## src/rtl/seg_pkg.sv

```systemverilog
// Segment encodings and digit-select constants shared by the display driver and the scan decoder.
package seg_pkg;

    localparam logic [7:0] SEG_0 = 8'hC0;
    localparam logic [7:0] SEG_1 = 8'hF9;
    localparam logic [7:0] SEG_2 = 8'hA4;
    localparam logic [7:0] SEG_3 = 8'hB0;
    localparam logic [7:0] SEG_4 = 8'h99;
    localparam logic [7:0] SEG_5 = 8'h92;
    localparam logic [7:0] SEG_6 = 8'h82;
    localparam logic [7:0] SEG_7 = 8'hF8;
    localparam logic [7:0] SEG_8 = 8'h80;
    localparam logic [7:0] SEG_9 = 8'h90;
    localparam logic [7:0] SEG_BLANK = 8'hFF;

    localparam logic [2:0] WEI_GE  = 3'b001;
    localparam logic [2:0] WEI_SHI = 3'b010;
    localparam logic [2:0] WEI_BAI = 3'b100;

    // Indexed by BCD value: SEG_TABLE[n] is the active-low code for digit n.
    localparam logic [9:0][7:0] SEG_TABLE = {SEG_9, SEG_8, SEG_7, SEG_6, SEG_5,
                                             SEG_4, SEG_3, SEG_2, SEG_1, SEG_0};

    typedef struct packed {
        logic [2:0] wei;
        logic [7:0] data;
    } scan_pair_t;

endpackage

```

## src/rtl/seg7_decode.sv

```systemverilog
// Combinational reverse lookup: active-low segment pattern (dp excluded) -> BCD digit.
module seg7_decode
    import seg_pkg::*;
(
    input  logic [6:0] seg,
    output logic       hit,
    output logic [3:0] bcd
);

    logic [7:0] code;

    always_comb begin
        hit  = 1'b0;
        bcd  = 4'd0;
        code = 8'h00;
        for (int i = 0; i < 10; i++) begin
            code = SEG_TABLE[i];
            if (seg == code[6:0]) begin
                hit = 1'b1;
                bcd = 4'(i);
            end
        end
    end

endmodule

```

## src/rtl/seg_scan_decoder.sv

```systemverilog
// Receive side of the multiplexed 7-segment bus: debounces the scan, decodes digits
// back to BCD and republishes each complete 3-digit frame.
module seg_scan_decoder
    import seg_pkg::*;
#(
    parameter int STABLE_CNT = 8,
    parameter int TIMEOUT    = 1000000
) (
    input  logic       clk,
    input  logic       res,
    input  logic [7:0] data,
    input  logic [2:0] wei,
    output logic [3:0] ge_o,
    output logic [3:0] shi_o,
    output logic [3:0] bai_o,
    output logic       valid,
    output logic       frame_done,
    output logic       err,
    output logic [2:0] err_wei
);

    localparam int SW = $clog2(STABLE_CNT);
    localparam int TW = $clog2(TIMEOUT);
    localparam logic [SW-1:0] STB_MAX = SW'(STABLE_CNT - 1);
    localparam logic [SW-1:0] STB_PRE = SW'(STABLE_CNT - 2);
    localparam logic [TW-1:0] TO_MAX  = TW'(TIMEOUT - 1);
    localparam logic [TW-1:0] TO_PRE  = TW'(TIMEOUT - 2);

    scan_pair_t    pair_p1, pair_p2;
    logic [SW-1:0] stb_cnt;
    logic [TW-1:0] to_cnt;
    logic [3:0]    dig_ge, dig_shi, dig_bai;
    logic [2:0]    seen, seen_nxt;
    logic          hit;
    logic [3:0]    bcd;
    logic          same, accept, wei_ok, blank, acc_digit, acc_err, complete, to_fire;

    seg7_decode u_dec (
        .seg (pair_p2.data[6:0]),
        .hit (hit),
        .bcd (bcd)
    );

    // pair_p1 is the value pair_p2 takes next, so a mismatch clears the run
    // on the same edge the stage-2 value changes.
    assign same      = (pair_p1 == pair_p2);
    assign accept    = same && (stb_cnt == STB_PRE);
    assign wei_ok    = $onehot(pair_p2.wei);
    assign blank     = (pair_p2.data == SEG_BLANK);
    assign acc_digit = accept && wei_ok && !blank && hit;
    assign acc_err   = accept && wei_ok && !blank && !hit;
    assign complete  = (seen == 3'b111);
    assign to_fire   = (to_cnt == TO_PRE) && !(acc_digit || acc_err);

    always_comb begin
        seen_nxt = seen;
        if (complete || to_fire) begin
            seen_nxt = 3'b000;
        end
        if (acc_digit) begin
            seen_nxt = seen_nxt | pair_p2.wei;
        end
    end

    always_ff @(posedge clk) begin
        if (res) begin
            pair_p1    <= '0;
            pair_p2    <= '0;
            stb_cnt    <= '0;
            to_cnt     <= '0;
            dig_ge     <= 4'd0;
            dig_shi    <= 4'd0;
            dig_bai    <= 4'd0;
            seen       <= 3'b000;
            ge_o       <= 4'd0;
            shi_o      <= 4'd0;
            bai_o      <= 4'd0;
            valid      <= 1'b0;
            frame_done <= 1'b0;
            err        <= 1'b0;
            err_wei    <= 3'b000;
        end else begin
            // p1/p2: two-stage input capture
            pair_p1 <= {wei, data};
            pair_p2 <= pair_p1;

            // stability filter on the stage-2 pair
            if (!same) begin
                stb_cnt <= '0;
            end else if (stb_cnt != STB_MAX) begin
                stb_cnt <= stb_cnt + 1'b1;
            end

            if (acc_digit) begin
                if (pair_p2.wei == WEI_GE)  dig_ge  <= bcd;
                if (pair_p2.wei == WEI_SHI) dig_shi <= bcd;
                if (pair_p2.wei == WEI_BAI) dig_bai <= bcd;
            end
            seen <= seen_nxt;

            if (acc_digit || acc_err) begin
                to_cnt <= '0;
            end else if (to_cnt != TO_MAX) begin
                to_cnt <= to_cnt + 1'b1;
            end

            err <= acc_err;
            if (acc_err) begin
                err_wei <= pair_p2.wei;
            end

            // frame output stage: completion outranks a coincident timeout
            frame_done <= complete;
            if (complete) begin
                ge_o  <= dig_ge;
                shi_o <= dig_shi;
                bai_o <= dig_bai;
                valid <= 1'b1;
            end else if (to_fire) begin
                valid <= 1'b0;
            end
        end
    end

endmodule
```

## config.mk

```make
export PLATFORM = sky130hd
export DESIGN_NAME = seg_scan_decoder
export DESIGN_NICKNAME = d
export VERILOG_FILES = /design/src/rtl/seg_pkg.sv /design/src/rtl/seg7_decode.sv /design/src/rtl/seg_scan_decoder.sv
export SDC_FILE = /design/constraint.sdc
export NUM_CORES = 1
export LEC_CHECK = 0
export ABC_AREA = 1
export BUFFER_PORTS_ARGS = -buffer_cell sky130_fd_sc_hd__buf_4
export CORE_ASPECT_RATIO = 1.1
export CORE_UTILIZATION = 60
export CTS_BUF_LIST = sky130_fd_sc_hd__clkbuf_2 sky130_fd_sc_hd__clkbuf_4 sky130_fd_sc_hd__clkbuf_8
export DETAILED_ROUTE_END_ITERATION = 8
export GPL_TIMING_DRIVEN = 1
export MAX_ROUTING_LAYER = met4
export PLACE_DENSITY = 0.8
export SYNTH_ARGS = -nofsm -noshare
export SYNTH_HDL_FRONTEND = slang
export SYNTH_SLANG_ARGS = --single-unit
```

## constraint.sdc

```tcl
create_clock -name clk -period 4.65 [get_ports clk]
set_clock_uncertainty 0.15 [all_clocks]
set_input_delay 1.395 -clock clk [delete_from_list [all_inputs] [get_ports clk]]
set_output_delay 1.395 -clock clk [all_outputs]
set_load 0.01 [all_outputs]
```

* Yosys cells after proc, flatten, opt, wreduce, memory -nomap -nowiden
Index checks and enable logic that the tools add are counted.
** Word-level totals
- Bits in writable memories :: 0
- Bits in registers :: 78
- Memories kept :: 0
- Bits in latches :: 0
- Word-level logic and storage cells :: 84
- Memory bits (read-only) :: 0
** Cells by class
- Equality and inequality tests :: 20
- Multiplexer cells :: 23
- Shift operators :: 0
- $mul :: 0
- Reductions and logical operators :: 18
- Div/mod/pow operators :: 0
- $add $sub $neg :: 4
- $lt $le $gt $ge :: 0
- Bitwise operators :: 2
** Operators by type and width (count)
- 7-bit by 5-bit == test with 1-bit output (second input constant) :: 3
- 7-bit == test (second input constant) :: 3
- 20-bit by 1-bit adder with 20-bit output (second input constant) :: 1
- 20-bit == test (second input constant) :: 1
- 20-bit != test (second input constant) :: 1
- 3-bit two-way mux :: 6
- 7-bit by 6-bit == test with 1-bit output (second input constant) :: 2
- 1-bit two-way mux :: 13
- 11-bit == test :: 1
- 3-bit == test (second input constant) :: 3
- 8-bit == test (second input constant) :: 1
- 4-bit two-way mux :: 2
- 7-bit by 2-bit == test with 1-bit output (second input constant) :: 1
- 7-bit zero test :: 1
- 1-bit logical AND :: 6
- 2-bit AND reduction :: 3
- 2-bit two-way mux :: 2
- 2-bit OR reduction :: 2
- 3-bit by 1-bit adder with 3-bit output (second input constant) :: 1
- 3-bit by 1-bit == test with 1-bit output (second input constant) :: 1
- 3-bit by 2-bit == test with 1-bit output (second input constant) :: 1
- 1-bit zero test :: 3
- 3-bit != test (second input constant) :: 1
- 3-bit OR :: 1
- 6 further kinds :: 7

* Depth between registers and ports, before layout
Gate-level depths: netlist of run 1.
- Word-level depth :: 20
- Depth in mapped cells :: 12

* Hierarchy
A second synthesis of run 1 with hierarchy kept.
** Unflattened totals
- Cell total of the unflattened synthesis :: 535
- Area, all modules :: 3744.8 µm²
** By module, submodules not included
- seg_scan_decoder :: area each 3493.4 µm², cells each 483, times used 1
- seg7_decode :: area each 251.5 µm², cells each 52, times used 1

* Worst setup path before layout of run 1
Ideal clock, no wire load.
- Kind :: input to register
- Start :: in res
- End :: reg valid
- Slack :: 2191 ps
- Data arrival time :: 2193 ps
- Stages on the path :: 4
- Setup time :: 116 ps
- Cells stage by stage :: clkbuf_1 > inv_1 > buf_2 > a31o_2
** RTL lines
- start, declared :: line seg_scan_decoder.sv:10 : input logic res,
- end signal, assigned :: line seg_scan_decoder.sv:78 : valid <= 1'b0;
- end signal, assigned :: line seg_scan_decoder.sv:118 : valid <= 1'b1;
- end signal, assigned :: line seg_scan_decoder.sv:120 : valid <= 1'b0;
- end, declared :: line seg_scan_decoder.sv:16 : output logic valid,
No word-level cell between the ends.

* Final worst setup path of run 1
- Start :: in res
- End :: reg to_cnt[9]
** On the way
- Word-level cells in the longest chain between the ends :: 1
** Ends and longest elaborated chain
- 2-bit OR reduction (no source line)
- end signal, assigned :: line seg_scan_decoder.sv:104 : to_cnt <= to_cnt + 1'b1;
- end, declared :: line seg_scan_decoder.sv:31 : logic [TW-1:0] to_cnt;
Every way passes these cells.
A chain may end at the register's enable or synchronous reset.

==> results of run 1 <==
==> path summary, 6_finish.rpt <==
| check | from | end | slack (ns) | cells after the start |
|---|---|---|---|---|
| worst min-delay path | pair_p1[3] | pair_p2[3] | 0.29 | 2 |
| worst min register to register | pair_p1[3] | pair_p2[3] | 0.29 | 2 |
| worst max register to register | pair_p2[8] | dig_shi[1] | 2.11 | 11 |
| worst max-delay path | res | to_cnt[9] | 1.95 | 5 |
==> layout make-up <==
class                      instances  share of cell area
timing repair buffer              30              0.0540
multi-input combinational        353               0.424
tap                               77              0.0231
inverter                          90              0.0810
clock inverter                     2             0.00840
sequential                        78               0.375
clock buffer                      11              0.0348
==> synth_stat cells (all sizes together), types with 3 or more instances <==
cell type / count
a21oi: 33
a31oi: 3
buf: 6
clkbuf: 4
dfxtp: 78
ha: 5
inv: 89
nand2: 129
nand3: 23
nand4: 10
nor2: 97
nor3: 11
o21ai: 20
or2: 3
xnor2: 8
xor2: 5
==> power groups by stage <==
stage	Combinational, mW	Sequential (mW)	Clock (mW)
6_report	0.0893	0.692	0.484
5_1_grt	0.103	0.694	0.522
4_1_cts	0.0901	0.692	0.491
3_5_place_dp	0.0897	0.707	0
3_3_place_gp	0.0869	0.707	0
2_1_floorplan	0.0714	0.704	0
==> registers in the layout, indices dropped and copies added (netlist names) <==
name / flops
to_cnt: 20
pair_p1: 11
pair_p2: 11
bai_o: 4
dig_bai: 4
dig_ge: 4
dig_shi: 4
ge_o: 4
shi_o: 4
err_wei: 3
seen: 3
stb_cnt: 3
err: 1
frame_done: 1
valid: 1
==> layer usage <==
metal,up-vias,share of wire,global-route usage
li1,1690,-,-
met1,1448,0.44,0.270
met2,66,0.50,0.416
met3,16,0.043,0.0641
met4,0,0.020,0.103
met5,-,0,-
==> metrics by stage <==
step	util	instance area (sq um)	cells	hold slack [ns]	power, mW
after detailed placement	0.679	3990	628	0.280	0.797
after global placement	0.679	3990	628	0.272	0.794
after global routing	0.709	4170	641	0.304	1.32
final	0.709	4170	641	0.288	1.27
after CTS	0.709	4170	641	0.293	1.27
after floorplan	-	3710	531	0.266	0.775
==> cells by family (layout without fill, tap and decap cells) <==
kind of cell | Yosys count | after routing | synth area share
and+or+nand+nor | 274 | 274 | 0.336
buffers and inverters | 100 | 133 | 0.103
DFF | 78 | 78 | 0.420
AOI/OAI and AO/OA | 60 | 60 | 0.0869
xor gates and xnor gates | 13 | 13 | 0.0307
adders and majority gates | 6 | 6 | 0.0222
==> worst min-delay path, cell delays in order (launching register included) <==
cell and delay, ns:
dfxtp_1 0.32, inv_1 0.05, nor2_1 0.03
==> results.json, run 1 <==
{
  "outcome": "finished, final reports clean",
  "dieArea_sq_um": 6510,
  "drtIter0Drc": 177,
  "min_path_type": "reg -> reg",
  "initial_core_util": 0.632,
  "synth_area_leader_cell": "dfxtp_1",
  "required_ns": 4.80,
  "power.internal_mw": 0.970,
  "synth.avg_cell_area_sq_um": 6.99,
  "p_leak_nw": 1.84,
  "drive_gt1_frac": 0.133,
  "drt_wl_total_mm": 7.07,
  "drtAntennaViolNets": 0,
  "core_region_area_sq_um": 5880,
  "critPathArrivalTime_ns": 2.85,
  "cts_root_buffer": "clkbuf_8",
  "critPathBufInv": 2,
  "period_needed_ns": 2.70,
  "num_rows": 29,
  "ys.flop_type": "dfxtp_1",
  "htree_num_levels": 3,
  "grt_first_pass_wirelength_mm": 12.3,
  "crit_fanout": 31,
  "vias_per_cell": 5.02,
  "power_frac_clock": 0.382,
  "cts_made_buffers": 9,
  "globalRouteOverflowTotal": 0,
  "syn_inst": 531,
  "cts_setup_buffers": 0,
  "nets": 581,
  "cp-start-kind": "input port",
  "dieHeight_um": 84.5,
  "synth.area.top_cells": "dfxtp_1 42%, nand2_1 13%, nor2_1 8.8%",
  "synthArstFlopShare": 0,
  "clkSlewWorstSetupHoldPaths_ns": 0.08,
  "layout_common_cells": "125 x nand2_1, 87 x nor2_1, 82 x inv_1",
  "wl_per_cell_um": 11.0,
  "worst_slack_ns": 1.95,
  "cts_tree": "done",
  "remaining_drc_errors": 0,
  "track_usage": 0.245,
  "syn-num-nets": 550,
  "multi_input_area_sq_um": 1770,
  "final.period_utilization": 0.581,
  "rsz0062_at_grt": "false",
  "hold_violations": 0,
  "setup_tns_ns": 0,
  "comb_power_share": 0.071,
  "final_max_slew_viol_count": 0,
  "drtPass1Iterations": 4,
  "ys_ff_latch": 78,
  "grt_pass1_vias": 2947,
  "cts.hold.buffers_added": 0,
  "clk_path_buf_depth": 2,
  "num_antenna_cells": 0,
  "critical-path-top-delay-family": "buffers and inverters",
  "synth_edf_count": 0,
  "nFillCells": 501,
  "io_pins": 31,
  "final_common_cell": "nand2_1",
  "seqPwrFrac": 0.547,
  "drv_cap": 0,
  "synth_cell_types": 36,
  "p_sw_frac": 0.233,
  "relSlewSlack": 0.427,
  "port_buffers": 30,
  "yosysSeqAreaShare": 0.420,
  "routabilityCongestion": 0.881,
  "die_w_um": 77.0,
  "worst-setup-path-type": "in -> reg",
  "final-seq-area_sq_um": 1560,
  "power_density_nw_per_um2": 303,
  "clkLatencyLatePin_ns": 0.35,
  "setup_viol": 0,
  "clock_sinks": 78,
  "synth_top_area_frac": 0.420,
  "antenna_found_initial": 0,
  "post_cts_resized": 0,
  "switching_power_mw": 0.295,
  "worstSetupEndpointType": "flop",
  "clock.fmax_mhz": 370,
  "worstPathCellList": "buf_4, inv_1, nand2_4, a21oi_1, o21a_1",
  "cp_slowest_cell": "inv_1",
  "yosys_warnings": 0,
  "grt_max_degree": 32,
  "area_delta_synth_final_pct": 12.3,
  "ir_worst_vdd_uv": 210,
  "vias": 3220,
  "place_ws_ns": 1.57,
  "hpwl_mm": 5.21,
  "worst_slew_pin_slew_ns": 0.857,
  "synth.cell_area_sq_um": 3710,
  "cp_slowest_stage_delay_ns": 0.65
}
Power figures use the tool's default switching activity.
==> run 2: changes to the inputs <==
==> constraint.sdc (replaced) <==
create_clock -name clk -period 2.8 [get_ports clk]
set_clock_uncertainty 0.15 [all_clocks]
set_input_delay 0.84 -clock clk [delete_from_list [all_inputs] [get_ports clk]]
set_output_delay 0.84 -clock clk [all_outputs]
set_load 0.01 [all_outputs]
==> results.json, run 2 (synthesis results as in run 1) <==
{
  "outcome": "finished, final reports clean",
  "power_density_nw_per_um2": 496,
  "track_usage": 0.239,
  "drv_cap": 0,
  "grt_pass1_vias": 2866,
  "hpwl_mm": 5.16,
  "clock.fmax_mhz": 411,
  "largest-register": "to_cnt",
  "seqPwrFrac": 0.554,
  "finalPower_mw": 2.07,
  "num_rows": 29,
  "setup_viol": 0,
  "io_pins": 31,
  "routabilityCongestion": 0.862,
  "power.internal_mw": 1.57,
  "grt_first_pass_wirelength_mm": 12.1,
  "min_from": "pair_p1[3]",
  "ir_worst_vdd_uv": 478,
  "remaining_drc_errors": 0,
  "cts_root_buffer": "clkbuf_8",
  "worst-setup-path-type": "reg -> reg",
  "cts_made_buffers": 9,
  "drive_gt1_frac": 0.139,
  "area_delta_synth_final_pct": 12.6,
  "clkLatencyLatePin_ns": 0.34,
  "required_ns": 2.89,
  "rsz0062_at_grt": "false",
  "clk_path_buf_depth": 2,
  "core_region_area_sq_um": 5880,
  "drtPass1Iterations": 4,
  "finish.utilization": 0.711,
  "crit_fanout": 7,
  "dieArea_sq_um": 6510,
  "drt_wl_total_mm": 6.93,
  "hold_violations": 0,
  "top_regs": "to_cnt (20), pair_p1 (11), pair_p2 (11)",
  "post_cts_resized": 0,
  "vias": 3214,
  "antenna_found_initial": 0,
  "comb_power_share": 0.072,
  "worst_slew_pin_slew_ns": 0.835,
  "critPathArrivalTime_ns": 2.52,
  "final_max_slew_viol_count": 0,
  "min_path_type": "reg -> reg",
  "cp-start-kind": "flop",
  "period_needed_ns": 2.43,
  "power_frac_clock": 0.373,
  "globalRouteOverflowTotal": 0,
  "layout_common_cells": "125 x nand2_1, 87 x nor2_1, 82 x inv_1",
  "switching_power_mw": 0.502,
  "num_antenna_cells": 0,
  "cts_tree": "done",
  "timing.hold.ws_ns": 0.286,
  "htree_num_levels": 3,
  "wl_per_cell_um": 10.7,
  "final_common_cell": "nand2_1",
  "clkSlewWorstSetupHoldPaths_ns": 0.07,
  "timing.rr.start": "pair_p2[8]",
  "drtAntennaViolNets": 0,
  "drtIter0Drc": 132,
  "die_w_um": 77.0,
  "nFillCells": 515,
  "final.period_utilization": 0.869,
  "largest_reg_flops": 20,
  "worstSetupEndpointType": "flop",
  "p_leak_nw": 1.85,
  "setup_tns_ns": 0,
  "port_buffers": 30,
  "relSlewSlack": 0.442,
  "cts.hold.buffers_added": 0,
  "clock_sinks": 78,
  "grt_max_degree": 29,
  "dieHeight_um": 84.5,
  "setup.worst_path.start": "pair_p2[8]",
  "cts_setup_buffers": 0,
  "initial_core_util": 0.632,
  "vias_per_cell": 4.98,
  "p_sw_frac": 0.242,
  "nets": 582
}
-- run 2: power by group through the flow --
stage	logic [mW]	registers, mW	clock network (mW)
after global routing	0.172	1.15	0.844
final	0.150	1.15	0.774
after detailed placement	0.150	1.17	0
after global placement	0.147	1.17	0
after floorplan	0.119	1.17	0
after CTS	0.150	1.15	0.799
-- run 2: worst paths after layout --
kind	endpoint	slack, ns	depth (start not counted)
worst max-delay path	dig_bai[1]	0.37	10
worst min-delay path	pair_p2[3]	0.29	2
worst max register to register	dig_bai[1]	0.37	10
worst min register to register	pair_p2[3]	0.29	2
-- run 2: cell type report --
type / count / area, sq um / share of cell area
clock buffers: 13 / 166 / 0.0398
clock inverters: 3 / 18.8 / 0.00449
inverters: 90 / 338 / 0.0808
multi-input cells: 353 / 1770 / 0.423
flip-flops and latches: 78 / 1560 / 0.373
well taps: 77 / 96.3 / 0.0230
repair buffers: 31 / 233 / 0.0557
-- run 2: critical path, stage by stage (launching register included) --
cell and delay [ns]:
dfxtp_1 0.48, inv_1 0.14, fa_1 0.50, inv_1 0.06, nand4_1 0.09, a31oi_2 0.24, inv_1 0.11, nor2_4 0.22
nand4_4 0.16, nor2_1 0.14, nor2_1 0.06
-- run 2: metal layers --
layer,part of all wire,GRT usage,wire (um)
met1,0.48,0.294,3330
met2,0.47,0.388,3250
met3,0.039,0.0489,268
met4,0.012,0.0875,82
met5,0,-,0
-- run 2: stage by stage --
step                setup slack (ns)  instance area, sq um  std cells
global placement               0.459                  4000        629
finish                         0.367                  4180        645
global route                   0.203                  4180        645
CTS                            0.375                  4180        645
floorplan                      0.587                  3710        531
detailed placement             0.414                  4000        629
